## src/rtl/bcd_freq_pkg.sv

```systemverilog
// ---------------------------------------------------------------------------
// bcd_freq_pkg
// Shared definitions for the BCD frequency meter:
//   BCD_W     - width of one BCD digit
//   state_e   - measurement controller states
//   ch_width  - channel-select width for a given channel count (min 1 bit)
// ---------------------------------------------------------------------------
package bcd_freq_pkg;

    localparam int BCD_W = 4;

    typedef enum logic [1:0] {
        ST_SETTLE = 2'd0,
        ST_GATE   = 2'd1,
        ST_LATCH  = 2'd2
    } state_e;

    // A single channel still needs a one-bit select port.
    function automatic int ch_width(input int n);
        return (n <= 1) ? 1 : $clog2(n);
    endfunction

endpackage

```

## src/rtl/bcd_decade.sv

```systemverilog
// ---------------------------------------------------------------------------
// bcd_decade
// One decimal digit of the cascaded BCD counter.
//   clk_in    - clock
//   rst_in    - asynchronous active-high reset
//   clear_in  - synchronous clear to 0 (priority over counting)
//   inc_in    - increment request from the previous decade (or the edge input)
//   sat_in    - freeze the digit (whole counter is at all-9s and saturating)
//   digit_out - current BCD digit
//   nine_out  - digit is 9
//   carry_out - combinational carry into the next decade (inc_in at 9)
// ---------------------------------------------------------------------------
module bcd_decade
    import bcd_freq_pkg::*;
(
    input  logic             clk_in,
    input  logic             rst_in,
    input  logic             clear_in,
    input  logic             inc_in,
    input  logic             sat_in,
    output logic [BCD_W-1:0] digit_out,
    output logic             nine_out,
    output logic             carry_out
);

    logic [BCD_W-1:0] digit_q;
    logic [BCD_W-1:0] digit_d;

    always_comb begin
        // NOTE: default assignment first, so every path assigns digit_d and no latch is inferred.
        digit_d = digit_q;
        if (clear_in) begin
            digit_d = '0;
        end else if (inc_in && !sat_in) begin
            digit_d = (digit_q == 4'd9) ? '0 : digit_q + 4'd1;
        end
    end

    // NOTE: state registers use non-blocking assignments so all flops update together at the edge.
    always_ff @(posedge clk_in or posedge rst_in) begin
        if (rst_in) begin
            digit_q <= '0;
        end else begin
            digit_q <= digit_d;
        end
    end

    assign digit_out = digit_q;
    assign nine_out  = (digit_q == 4'd9);
    assign carry_out = inc_in && nine_out;

endmodule

```

## src/rtl/bcd_freq_meter.sv

```systemverilog
// ---------------------------------------------------------------------------
// bcd_freq_meter
// Multi-channel frequency meter: counts synchronized rising edges of one
// selected input during a fixed gate window and latches the BCD count.
//   clk_ref_in       - reference clock, all logic on its rising edge
//   reset_in         - asynchronous active-high reset
//   clk_x_in         - asynchronous signals under measurement
//   ch_sel_in        - channel to measure next when scanning is off
//   scan_en_in       - 1 = step through channels round-robin
//   result_bcd_out   - latched count, digit 0 in bits [3:0]
//   result_ch_out    - channel the latched count belongs to
//   result_ovf_out   - latched count saturated at all-9s
//   result_valid_out - result held and not yet acknowledged
//   result_ack_in    - consumer acknowledge
//   result_lost_out  - sticky: an unacknowledged result was overwritten
// ---------------------------------------------------------------------------
module bcd_freq_meter
    import bcd_freq_pkg::*;
#(
    parameter  int N_CH          = 4,
    parameter  int N_DIGITS      = 6,
    parameter  int GATE_CYCLES   = 10_000_000,
    parameter  int SETTLE_CYCLES = 3,
    localparam int CH_W          = ch_width(N_CH)
) (
    input  logic                      clk_ref_in,
    input  logic                      reset_in,
    input  logic [N_CH-1:0]           clk_x_in,
    input  logic [CH_W-1:0]           ch_sel_in,
    input  logic                      scan_en_in,
    output logic [BCD_W*N_DIGITS-1:0] result_bcd_out,
    output logic [CH_W-1:0]           result_ch_out,
    output logic                      result_ovf_out,
    output logic                      result_valid_out,
    input  logic                      result_ack_in,
    output logic                      result_lost_out
);

    // One shared timer serves both SETTLE and GATE; it counts 0..len-1.
    localparam int TMR_MAX = (GATE_CYCLES > SETTLE_CYCLES) ? GATE_CYCLES : SETTLE_CYCLES;
    localparam int TMR_W   = $clog2(TMR_MAX);
    localparam logic [TMR_W-1:0] SETTLE_LAST = TMR_W'(SETTLE_CYCLES - 1);
    localparam logic [TMR_W-1:0] GATE_LAST   = TMR_W'(GATE_CYCLES - 1);

    // ---------------- input synchronizers and edge detect ----------------
    logic [N_CH-1:0] sync1_q, sync2_q, hist_q;
    logic [N_CH-1:0] rise_vec;
    logic            edge_sel;

    always_ff @(posedge clk_ref_in or posedge reset_in) begin
        if (reset_in) begin
            sync1_q <= '0;
            sync2_q <= '0;
            hist_q  <= '0;
        end else begin
            sync1_q <= clk_x_in;
            sync2_q <= sync1_q;
            hist_q  <= sync2_q;
        end
    end

    assign rise_vec = sync2_q & ~hist_q;

    // ---------------- controller ----------------
    state_e            state_q, state_d;
    logic [TMR_W-1:0]  timer_q, timer_d;
    logic [CH_W-1:0]   ch_q, ch_d;

    // Loop mux keeps the index in range for any N_CH / CH_W combination.
    always_comb begin
        edge_sel = 1'b0;
        for (int i = 0; i < N_CH; i++) begin
            if (ch_q == CH_W'(i)) edge_sel = rise_vec[i];
        end
    end

    always_comb begin
        state_d = state_q;
        timer_d = timer_q + TMR_W'(1);
        ch_d    = ch_q;
        case (state_q)
            ST_SETTLE: if (timer_q == SETTLE_LAST) begin
                state_d = ST_GATE;
                timer_d = '0;
            end
            ST_GATE: if (timer_q == GATE_LAST) begin
                state_d = ST_LATCH;
                timer_d = '0;
            end
            ST_LATCH: begin
                state_d = ST_SETTLE;
                timer_d = '0;
                // Channel inputs are only looked at here, so mid-measurement
                // changes never disturb the window in progress.
                if (scan_en_in) begin
                    ch_d = (int'(ch_q) == N_CH - 1) ? '0 : ch_q + CH_W'(1);
                end else begin
                    ch_d = (int'(ch_sel_in) >= N_CH) ? '0 : ch_sel_in;
                end
            end
            default: begin
                state_d = ST_SETTLE;
                timer_d = '0;
            end
        endcase
    end

    always_ff @(posedge clk_ref_in or posedge reset_in) begin
        if (reset_in) begin
            state_q <= ST_SETTLE;
            timer_q <= '0;
            ch_q    <= '0;
        end else begin
            state_q <= state_d;
            timer_q <= timer_d;
            ch_q    <= ch_d;
        end
    end

    // ---------------- cascaded BCD counter ----------------
    logic [BCD_W*N_DIGITS-1:0] count_vec;
    logic [N_DIGITS-1:0]       carry;
    logic [N_DIGITS-1:0]       nine;
    logic                      count_en;
    logic                      count_clear;
    logic                      sat_hit;   // edge arrived with every digit at 9
    logic                      ovf_q;

    assign count_en    = (state_q == ST_GATE) && edge_sel;
    assign count_clear = (state_q == ST_SETTLE);
    assign sat_hit     = carry[N_DIGITS-1];

    for (genvar g = 0; g < N_DIGITS; g++) begin : g_decade
        logic inc;
        if (g == 0) begin : g_first
            assign inc = count_en;
        end else begin : g_chain
            assign inc = carry[g-1];
        end
        bcd_decade u_decade (
            .clk_in    (clk_ref_in),
            .rst_in    (reset_in),
            .clear_in  (count_clear),
            .inc_in    (inc),
            .sat_in    (sat_hit),
            .digit_out (count_vec[g*BCD_W +: BCD_W]),
            .nine_out  (nine[g]),
            .carry_out (carry[g])
        );
    end

    always_ff @(posedge clk_ref_in or posedge reset_in) begin
        if (reset_in) begin
            ovf_q <= 1'b0;
        end else if (count_clear) begin
            ovf_q <= 1'b0;
        end else if (sat_hit) begin
            ovf_q <= 1'b1;
        end
    end

    // ---------------- result holding and handshake ----------------
    logic [BCD_W*N_DIGITS-1:0] res_bcd_q, res_bcd_d;
    logic [CH_W-1:0]           res_ch_q, res_ch_d;
    logic                      res_ovf_q, res_ovf_d;
    logic                      valid_q, valid_d;
    logic                      lost_q, lost_d;

    always_comb begin
        res_bcd_d = res_bcd_q;
        res_ch_d  = res_ch_q;
        res_ovf_d = res_ovf_q;
        valid_d   = valid_q;
        lost_d    = lost_q;
        if (state_q == ST_LATCH) begin
            res_bcd_d = count_vec;
            res_ch_d  = ch_q;
            res_ovf_d = ovf_q;
            valid_d   = 1'b1;
            // A same-cycle ack consumes the old result, so nothing is lost.
            if (valid_q) lost_d = !result_ack_in;
        end else if (valid_q && result_ack_in) begin
            valid_d = 1'b0;
            lost_d  = 1'b0;
        end
    end

    always_ff @(posedge clk_ref_in or posedge reset_in) begin
        if (reset_in) begin
            res_bcd_q <= '0;
            res_ch_q  <= '0;
            res_ovf_q <= 1'b0;
            valid_q   <= 1'b0;
            lost_q    <= 1'b0;
        end else begin
            res_bcd_q <= res_bcd_d;
            res_ch_q  <= res_ch_d;
            res_ovf_q <= res_ovf_d;
            valid_q   <= valid_d;
            lost_q    <= lost_d;
        end
    end

    assign result_bcd_out   = res_bcd_q;
    assign result_ch_out    = res_ch_q;
    assign result_ovf_out   = res_ovf_q;
    assign result_valid_out = valid_q;
    assign result_lost_out  = lost_q;

    // Only used through the carry chain; kept visible for debug.
    logic unused_nine;
    assign unused_nine = ^nine;

endmodule

```

## config.mk

```make
export PLATFORM = sky130hd
export DESIGN_NAME = bcd_freq_meter
export DESIGN_NICKNAME = d
export VERILOG_FILES = /design/src/rtl/bcd_freq_pkg.sv /design/src/rtl/bcd_decade.sv /design/src/rtl/bcd_freq_meter.sv
export SDC_FILE = /design/constraint.sdc
export NUM_CORES = 1
export LEC_CHECK = 0
export ABC_AREA = 1
export BUFFER_PORTS_ARGS = -buffer_cell sky130_fd_sc_hd__buf_2
export CAP_MARGIN = 20
export CORE_AREA = 2 2 101 103
export DETAILED_ROUTE_END_ITERATION = 10
export DIE_AREA = 0 0 103 105
export PLACE_DENSITY_LB_ADDON = 0.1
export SLEW_MARGIN = 20
export SYNTH_ARGS = -nofsm -noshare
export SYNTH_HDL_FRONTEND = slang
export SYNTH_SLANG_ARGS = --single-unit
```

## constraint.sdc

```tcl
create_clock -name clk_ref_in -period 4.43 [get_ports clk_ref_in]
set_input_delay 0.6645 -clock clk_ref_in [delete_from_list [all_inputs] [get_ports clk_ref_in]]
set_output_delay 0.6645 -clock clk_ref_in [all_outputs]
set_load 0.005 [all_outputs]
```

==> results of run 1 <==
-- state kept, by name (all words and copies together) (netlist names) --
signal and cells:
hist_q 4, state_q 2, result_bcd_out 24, g_decade.u_decade.digit_out 24, sync2_q 4, result_ovf_out 1
ch_q 2, ovf_q 1, timer_q 24, result_lost_out 1, sync1_q 4, result_ch_out 2
result_valid_out 1
-- power by group through the flow --
stage / Combinational [W] / Clock [W] / Sequential (W)
3_3_place_gp: 0.0000912 / 0 / 0.000922
5_1_grt: 0.000112 / 0.000627 / 0.000910
4_1_cts: 0.0000947 / 0.000597 / 0.000906
3_5_place_dp: 0.0000939 / 0 / 0.000923
6_report: 0.0000918 / 0.000570 / 0.000905
2_1_floorplan: 0.0000711 / 0 / 0.000917
-- worst max-delay path, cell delays in order, from the launching register on --
cell	delay, ps
dfrtp_1	430
nor2_1	410
inv_1	480
nand2_1	330
nor2_1	150
nand2_1	80
o21ai_1	60
-- cell usage in the layout, fill, tap and decap left out, drive strengths merged --
cell / instances
a21oi: 6
clkbuf: 14
a2bb2oi: 1
o21ai: 45
nor3b: 1
clkinv: 2
o21a: 1
dfrtp: 94
nand2: 126
a211oi: 1
nand3: 42
inv: 83
nand3b: 1
nor3: 10
ha: 18
xor2: 19
buf: 40
o22ai: 2
o31ai: 3
clkinvlp: 1
nor4: 9
nand4: 17
nor2: 63
a31oi: 1
xnor2: 3
-- Yosys cell counts, drive strengths merged (6+ instances only) --
cell	instances
nand2	126
o21ai	45
dfrtp	94
nor2	63
nand4	17
nor3	10
inv	84
xor2	19
nand3	42
ha	18
nor4	9
a21oi	6
clkbuf	6
-- final cells by class --
| type | instances | area, sq um | area share |
|---|---|---|---|
| clock buffers | 14 | 192.7 | 0.03658 |
| clock inverters | 2 | 12.51 | 0.002375 |
| inverters | 84 | 316.6 | 0.06010 |
| multi-input cells | 369 | 2022 | 0.3838 |
| flip-flops and latches | 94 | 2352 | 0.4466 |
| well taps | 133 | 166.4 | 0.03159 |
| repair buffers | 40 | 205.2 | 0.03895 |
-- routing by layer --
layer,track usage,vias up
met5,0,-
met1,0.2888,1660
li1,-,1868
met2,0.2848,87
met4,0.06203,0
met3,0.05284,12
-- cells by family after synthesis --
kind of cell / Yosys count / synth area share
AOI/OAI and AO/OA: 60 / 0.07143
xor gates and xnor gates: 22 / 0.04074
adders and majority gates: 18 / 0.04762
buffers and inverters: 93 / 0.07513
DFF: 94 / 0.4974
and+or+nand+nor: 269 / 0.2677
-- metrics by stage --
stage          utilization  hold WS, ps  worst slack [ps]
6_report            0.5465        357.2              2383
5_1_grt             0.5465        366.1              2078
4_1_cts             0.5465        363.6              2325
3_5_place_dp        0.5252        337.2              2352
3_3_place_gp        0.5252        342.3              2404
2_1_floorplan            -        331.2              1317
-- final timing paths --
kind                                             start                                       endpoint  slack [ps]
worst min register to register    sync1_q[1]$_DFF_PP0_                           sync2_q[1]$_DFF_PP0_         360
worst max register to register  state_q[0]$_DFFE_PP0P_  g_decade[0].u_decade.digit_out[2]$_DFFE_PP0P_        2380
max in group asynchronous                     reset_in  g_decade[3].u_decade.digit_out[0]$_DFFE_PP0P_        2930
worst max-delay path            state_q[0]$_DFFE_PP0P_  g_decade[0].u_decade.digit_out[2]$_DFFE_PP0P_        2380
worst min-delay path              sync1_q[1]$_DFF_PP0_                           sync2_q[1]$_DFF_PP0_         360
min in group asynchronous                     reset_in                           sync1_q[1]$_DFF_PP0_         380
==> impl_metrics.toml, run 1 <==
[sta]
tightest_slew_ps = 722.6
fin_tns_setup_ps = 0
finalCriticalPeriod_ps = 2047
rsz0062_at_grt = "false"
final_hold_viol_count = 0
fin_crit_sh = 0.4621
finalSetupViolCount = 0
finClkSkew_ps = 7.453
relSlewSlack = 0.5178
timing.fmax_mhz = 488.5
slew_viol_final = 0

[critical_path]
crit_type = "reg2reg"
path_max_fanout = 20
worstSetupStartpointType = "flip-flop"
end_kind = "flip-flop"
crit_arrival_ps = 2310
r2r_cells = 6
required_ps = 4690

[cells_and_area]
final_nets = 626
drive_gt1_frac = 0.1493
final_area_sq_um = 5268
final_cell_count_no_fill = 736
area_delta_synth_final_pct = 11.38
n_fill_cell = 965
antenna_cells = 0

[route]
dr_total_vias = 3627
drt_iter0_drc = 206
wl_met1_um = 4734
wire_per_inst_um = 13.32
via_per_inst = 4.928
top_layer = "met4"
first_pass_iters = 4
drc = 0
met3_length_um = 618
drt-total-wl_um = 9802
wl_met2_um = 4280
postRouteAntennaNets = 0

[global_route]
grt_first_pass_wirelength_um = 16610
grt.overflow.total = 0
grt_pass1_vias = 3433
antenna_found_initial = 0
grt_max_degree = 54
grt_usage = 0.1975

[synthesis]
syn_area_per_cell_sq_um = 8.506
synth-edff-count = 0
ys_warn_count = 0
synthCells = 556
ys_top_cells_by_area = "dfrtp_1 50%, nand2_1 9.2%, inv_1 6.0%, ha_1 4.8%, nor2_1 4.5%"
synth.distinct_cells = 36
synth_top_cell_by_area = "dfrtp_1"
synth_area_sq_um = 4730
synthFlopType = "dfrtp_1"
synthArstFlopShare = 1.000
syn_nets = 584
ys_seq_elements = 94
synth_top_area_frac = 0.4974
seq_area_frac_synth = 0.4974

[clock_network]
ctsLongestPathBuffers = 2
numCtsBuffers = 9
clock_latency_ps = 370
cts_resized = 0
post-cts-setup-buffers = 0
cts.sinks = 94
htreeDepth = 3
cts_hold_buf = 0
clock_tree.root_cell = "clkbuf_8"
cts_tree = "done"
clk_pin_slew_ps = 90

[power]
p_sw_w = 0.0003717
swShare = 0.2372
powerDensity_nw_per_um2 = 297.5
power.share.clock = 0.364
ir_drop_mv = 0.2417
p_int_w = 0.001195
power_frac_comb = 0.059
seqPwrFrac = 0.578
power_w = 0.001567
leakage_nw = 2.671

[die]
coreArea_sq_um = 9639
start_util = 0.4907
fp.dieArea_sq_um = 10820
fp.dieH_um = 105
die_x_um = 103
io_pins = 39
placementRows = 36

[place]
dp_cells = 720
io_buffers = 38
dp_hpwl_um = 7149
place.gp.congestion = 0.8751
place_area_sq_um = 5062

[worst_hold_path]
min_path_cells = 0
hold_path.class = "reg2reg"

[run_status]
outcome = "finished, final reports clean"

[job]
cap_violations = 0
No activity file was read; power rests on OpenSTA's default activity.
==> run 2: changes to the inputs <==
==> constraint.sdc (replaced) <==
create_clock -name clk_ref_in -period 1.9 [get_ports clk_ref_in]
set_input_delay 0.285 -clock clk_ref_in [delete_from_list [all_inputs] [get_ports clk_ref_in]]
set_output_delay 0.285 -clock clk_ref_in [all_outputs]
set_load 0.005 [all_outputs]
==> run 2 against run 1 <==
Compared with the run above:
- clock power grew to 2.6 times the previous value
- sequential power up 130%
- power up 140%
- global-route usage fell by 0.12 points
- cell count is 2.9% higher
- hold slack got worse by 290 ps
- largest cell class unchanged
- largest power group unchanged
==> impl_metrics.toml, run 2 (synthesis gave the netlist of run 1 again) <==
[run_status]
outcome = "finished, final reports clean"

[route]
drt_iter0_drc = 209
dr_total_vias = 3795
drc = 0
postRouteAntennaNets = 0
via_per_inst = 5.013
first_pass_iters = 4
wire_per_inst_um = 13.52
drt-total-wl_um = 10230

[cells_and_area]
final_nets = 647
final_cell_count_no_fill = 757
fin_util = 0.5774
antenna_cells = 0
most-common-layout-cells = "112 x nand2_1, 93 x dfrtp_1, 69 x inv_1, 52 x nor2_1, 40 x nand3_1"
drive_gt1_frac = 0.2035
n_fill_cell = 906
final_common_cell = "nand2_1"
area_delta_synth_final_pct = 17.67

[clock_network]
cts_tree = "done"
clock_tree.root_cell = "clkbuf_8"
numCtsBuffers = 9
ctsLongestPathBuffers = 2
cts.sinks = 94
htreeDepth = 3
clk_pin_slew_ps = 100
clock_latency_ps = 380

[sta]
rsz0062_at_grt = "true"
slew_viol_final = 0
finClkSkew_ps = 19.30
tightest_slew_ps = 634.1
timing.fmax_mhz = 544.0
relSlewSlack = 0.5773
finalSetupViolCount = 0
finalCriticalPeriod_ps = 1838
final_hold_viol_count = 0
fin_crit_sh = 0.9674

[critical_path]
path_max_fanout = 5
required_ps = 2200
crit_type = "reg2reg"
worstSetupStartpointType = "flip-flop"
crit_arrival_ps = 2140
end_kind = "flip-flop"

[die]
start_util = 0.4907
coreArea_sq_um = 9639
fp.dieArea_sq_um = 10820
placementRows = 36
die_x_um = 103
io_pins = 39
fp.dieH_um = 105

[power]
powerDensity_nw_per_um2 = 683.0
ir_drop_mv = 0.4516
p_int_w = 0.002887
seqPwrFrac = 0.556
power_w = 0.003801
swShare = 0.2404
power.share.clock = 0.384
leakage_nw = 2.825
p_sw_w = 0.0009138
power_frac_comb = 0.060

[global_route]
grt.overflow.total = 0
grt_first_pass_wirelength_um = 16570
grt_max_degree = 52
antenna_found_initial = 0
grt_usage = 0.1963
grt_pass1_vias = 3527

[place]
io_buffers = 38
dp_cells = 734
dp_hpwl_um = 7417
place.gp.congestion = 0.9252

[job]
cap_violations = 0

[worst_hold_path]
hold_path.class = "in2async"
run 2: cell types whose count changed in the layout (fill, tap and decap cells not counted), moves of 5 or more:
cell / delta
inv_1: -5
nor2_1: -5
buf_4: +14
clkbuf_8: -5
inv_2: +5
run 2: final cells by class:
cell class                 count  area [sq um]  area share
sequential                    94          2354      0.4229
inverter                      84         319.1     0.05733
tap                          133         166.4     0.02990
timing repair buffer          60         390.4     0.07014
multi-input combinational    370          2117      0.3804
clock inverter                 7         95.09     0.01709
clock buffer                   9         123.9     0.02226
run 2: power by group through the flow:
stage / clock [W] / combinational [W] / sequential, W
after floorplan: 0 / 0.000166 / 0.00214
after global placement: 0 / 0.000213 / 0.00215
after detailed placement: 0 / 0.000217 / 0.00215
after CTS: 0.00152 / 0.000225 / 0.00211
after global routing: 0.00159 / 0.000269 / 0.00212
final: 0.00146 / 0.000229 / 0.00211
run 2: worst paths after layout:
path | startpoint | endpoint | slack (ps) | cells after the start
worst min register to register | sync1_q[0]$_DFF_PP0_ | sync2_q[0]$_DFF_PP0_ | 350 | 0
max in group asynchronous | reset_in | g_decade[3].u_decade.digit_out[0]$_DFFE_PP0P_ | 1330 | 3
min in group clk_ref_in | result_ack_in | result_lost_out$_DFFE_PP0P_ | 90 | 2
worst max-delay path | g_decade[2].u_decade.digit_out[1]$_DFFE_PP0P_ | g_decade[1].u_decade.digit_out[2]$_DFFE_PP0P_ | 60 | 12
worst min-delay path | reset_in | timer_q[7]$_DFF_PP0_ | 70 | 3
worst max register to register | g_decade[2].u_decade.digit_out[1]$_DFFE_PP0P_ | g_decade[1].u_decade.digit_out[2]$_DFFE_PP0P_ | 60 | 12
run 2: critical path, cell delays in order (launching register included):
cell and delay (ps):
dfrtp_1 420, inv_2 100, ha_4 140, nand2_4 50, nor2_4 140, nand2_4 70
nor2_4 130, inv_2 70, o31ai_4 330, nand2_4 120, nand2_4 90, nand2_2 50
nand2_1 60
run 2: layer usage:
metal | global-route usage | up-vias | wire (um) | part of all wire
met5 | 0 | - | 0 | 0
met4 | 0.06767 | 0 | 165 | 0.016
li1 | - | 1909 | - | -
met1 | 0.2811 | 1796 | 4871 | 0.48
met2 | 0.2839 | 76 | 4709 | 0.46
met3 | 0.05619 | 14 | 487 | 0.048
run 2: repair_timing:
item / CTS / global route
buffers inserted: 0 / 2
resized for setup: 0 / 27
endpoints found under the setup margin: 0 / 40
endpoints found under the hold margin: 4 / 0
hold buffers: 4 / 0
run 2: per-stage QoR:
step	instance area [sq um]	hold WS [ps]	worst slack, ps	TNS, ps
floorplan	4733	316.4	334.8	0
global placement	5195	343.6	80.67	0
detailed placement	5195	335.8	62.03	0
CTS	5454	57.47	13.16	0
global route	5565	59.13	-55.90	-237.2
finish	5565	67.64	61.87	0
==> run 3: changes to the inputs <==
--- a/config.mk
+++ b/config.mk
@@ -9,6 +9,7 @@
 export BUFFER_PORTS_ARGS = -buffer_cell sky130_fd_sc_hd__buf_2
 export CAP_MARGIN = 20
 export CORE_AREA = 2 2 101 103
+export CTS_BUF_LIST = sky130_fd_sc_hd__clkbuf_8 sky130_fd_sc_hd__clkbuf_16
 export DETAILED_ROUTE_END_ITERATION = 10
 export DIE_AREA = 0 0 103 105
 export PLACE_DENSITY_LB_ADDON = 0.1
==> constraint.sdc (replaced) <==
create_clock -name clk_ref_in -period 1.7 [get_ports clk_ref_in]
set_input_delay 0.255 -clock clk_ref_in [delete_from_list [all_inputs] [get_ports clk_ref_in]]
set_output_delay 0.255 -clock clk_ref_in [all_outputs]
set_load 0.005 [all_outputs]
==> run 3 against run 2 <==
Compared with the run above:
- largest cell class is now multi-input combinational cells
- power rose by 11%
- sequential cell count did not move
- critical path type unchanged
- die area did not move
- non-clock buffer count rose by 57
- fmax rose by 2.2%
- hold slack got worse by 68 ps
- clock power rose by 5%
- first-iteration DRC count did not move
- the flow now finishes with violations (hold timing, setup timing)
==> impl_metrics.toml, run 3 (synthesis gave the netlist of run 1 again) <==
[clock_network]
clk_pin_slew_ps = 90
cts.sinks = 94
cts_tree = "done"
ctsLongestPathBuffers = 2
clock_latency_ps = 380
numCtsBuffers = 9
clock_tree.root_cell = "clkbuf_8"
htreeDepth = 3

[sta]
setup_ws_ps = -97.92
timing.fmax_mhz = 556.2
tightest_slew_ps = 501.1
relSlewSlack = 0.6659
holdWs_ps = -0.8511
fin_crit_sh = 1.058
finalCriticalPeriod_ps = 1798
final_hold_viol_count = 4
rsz0062_at_grt = "true"
finalSetupViolCount = 22
finClkSkew_ps = 12.04
slew_viol_final = 0

[global_route]
grt_first_pass_wirelength_um = 18150
grt.overflow.total = 0
grt_usage = 0.2138
grt_max_degree = 95
grt_pass1_vias = 3902
antenna_found_initial = 0

[die]
placementRows = 36
fp.dieArea_sq_um = 10820
coreArea_sq_um = 9639
fp.dieH_um = 105
io_pins = 39
start_util = 0.4907
die_x_um = 103

[cells_and_area]
final_cell_count_no_fill = 814
final_common_cell = "nand2_1"
multi_input_area_sq_um = 2459
area_delta_synth_final_pct = 34.95
final_nets = 704
n_fill_cell = 816
seqCellArea_sq_um = 2352
antenna_cells = 0
most-common-layout-cells = "100 x nand2_1, 94 x dfrtp_1, 65 x inv_1, 62 x buf_4, 40 x nor2_1"
drive_gt1_frac = 0.3480

[critical_path]
cp_num_buf_inv = 1
reg2reg_from = "ch_q[0]$_DFFE_PP0P_"
crit_type = "reg2reg"
cpPeakStageDelay_ps = 440
cp_common_cell = "nand2_4"
regToRegEndpoint = "g_decade[3].u_decade.digit_out[1]$_DFFE_PP0P_"
path_cells = "inv_2 > ha_4 > nand3_2 > nand2_2 > nand3_2 > nand2_4 > nand2_4 > nor2_4 > o21ai_4 > nand2_4 > nand2_8 > nand2_4 > o21ai_2"
path_max_fanout = 8
end_kind = "flip-flop"
crit_path_start = "ch_q[0]$_DFFE_PP0P_"
required_ps = 1970
cp_slowest_cell = "dfrtp_1"
reg2reg_setup_slack_ps = -100
worstSetupStartpointType = "flip-flop"
crit_arrival_ps = 2070
crit_family = "simple AND/OR/NAND/NOR gates"
r2r_cells = 13

[route]
postRouteAntennaNets = 0
drt-total-wl_um = 11430
drt_iter0_drc = 209
first_pass_iters = 5
drc = 0
via_per_inst = 5.020
dr_total_vias = 4086
wire_per_inst_um = 14.04

[place]
place.gp.congestion = 0.9573
dp_cells = 776
io_buffers = 38
dp_hpwl_um = 7905

[job]
cap_violations = 0

[power]
ir_drop_mv = 0.4938
powerDensity_nw_per_um2 = 663.9
leakage_nw = 3.136

[run_status]
violations = "hold timing, setup timing"
outcome = "finished with violations"

[worst_hold_path]
hold_path.class = "in2async"
==> run 3: worst max-delay path by stage <==
stage               cells after the start  slack [ps]                                             to
floorplan                               9         130                          timer_q[10]$_DFF_PP0_
global placement                       10           4                           timer_q[3]$_DFF_PP0_
detailed placement                     12        -100  g_decade[0].u_decade.digit_out[3]$_DFFE_PP0P_
CTS                                    12         -60  g_decade[3].u_decade.digit_out[1]$_DFFE_PP0P_
global route                           13        -190  g_decade[3].u_decade.digit_out[1]$_DFFE_PP0P_
finish                                 13        -100  g_decade[3].u_decade.digit_out[1]$_DFFE_PP0P_
==> run 3: what timing repair did <==
action | in CTS | in global routing
endpoints found under the setup margin | 33 | 60
buffers inserted | 1 | 17
cloned | 0 | 1
pin swaps | 0 | 34
endpoints found under the hold margin | 4 | 0
gates resized for setup | 6 | 115
hold buffers | 4 | 0
==> run 3: area by class of cell <==
class                           count  area share
Clock inverter                      5    0.007842
Timing Repair Buffer              117      0.1374
Inverter                           84     0.05117
Clock buffer                       11     0.02372
Multi-Input combinational cell    370      0.3852
Tap cell                          133     0.02607
Sequential cell                    94      0.3686
==> run 3: routing by layer <==
layer	up-vias	routed length [um]	global-route usage
li1	2014	-	-
met1	1944	5423	0.3087
met2	107	5255	0.3168
met3	21	528	0.05953
met4	0	219	0.05451
met5	-	0	0
==> run 3: report_power, final <==
part / internal (W) / total (W) / switching [W]
combinational: 0.000144 / 0.000352 / 0.000208
sequential: 0.00230 / 0.00235 / 0.0000504
clock: 0.000748 / 0.00153 / 0.000786
==> run 3: per-stage QoR <==
step           instance area (sq um)  TNS, ps  utilization  setup WS (ps)  power [W]
2_1_floorplan                   4733        0            -          134.8   0.002576
3_3_place_gp                    5535        0       0.5742          4.173   0.002681
3_5_place_dp                    5535    -1252       0.5742         -102.0   0.002696
4_1_cts                         5801   -700.0       0.6018         -56.01   0.004245
5_1_grt                         6382    -4290       0.6621         -192.3   0.004428
6_report                        6382    -1140       0.6621         -97.92   0.004237
==> run 3: tightest hold or removal path, cell delays in order <==
cell and delay, ps:
buf_2 110, clkinvlp_4 70, buf_12 390
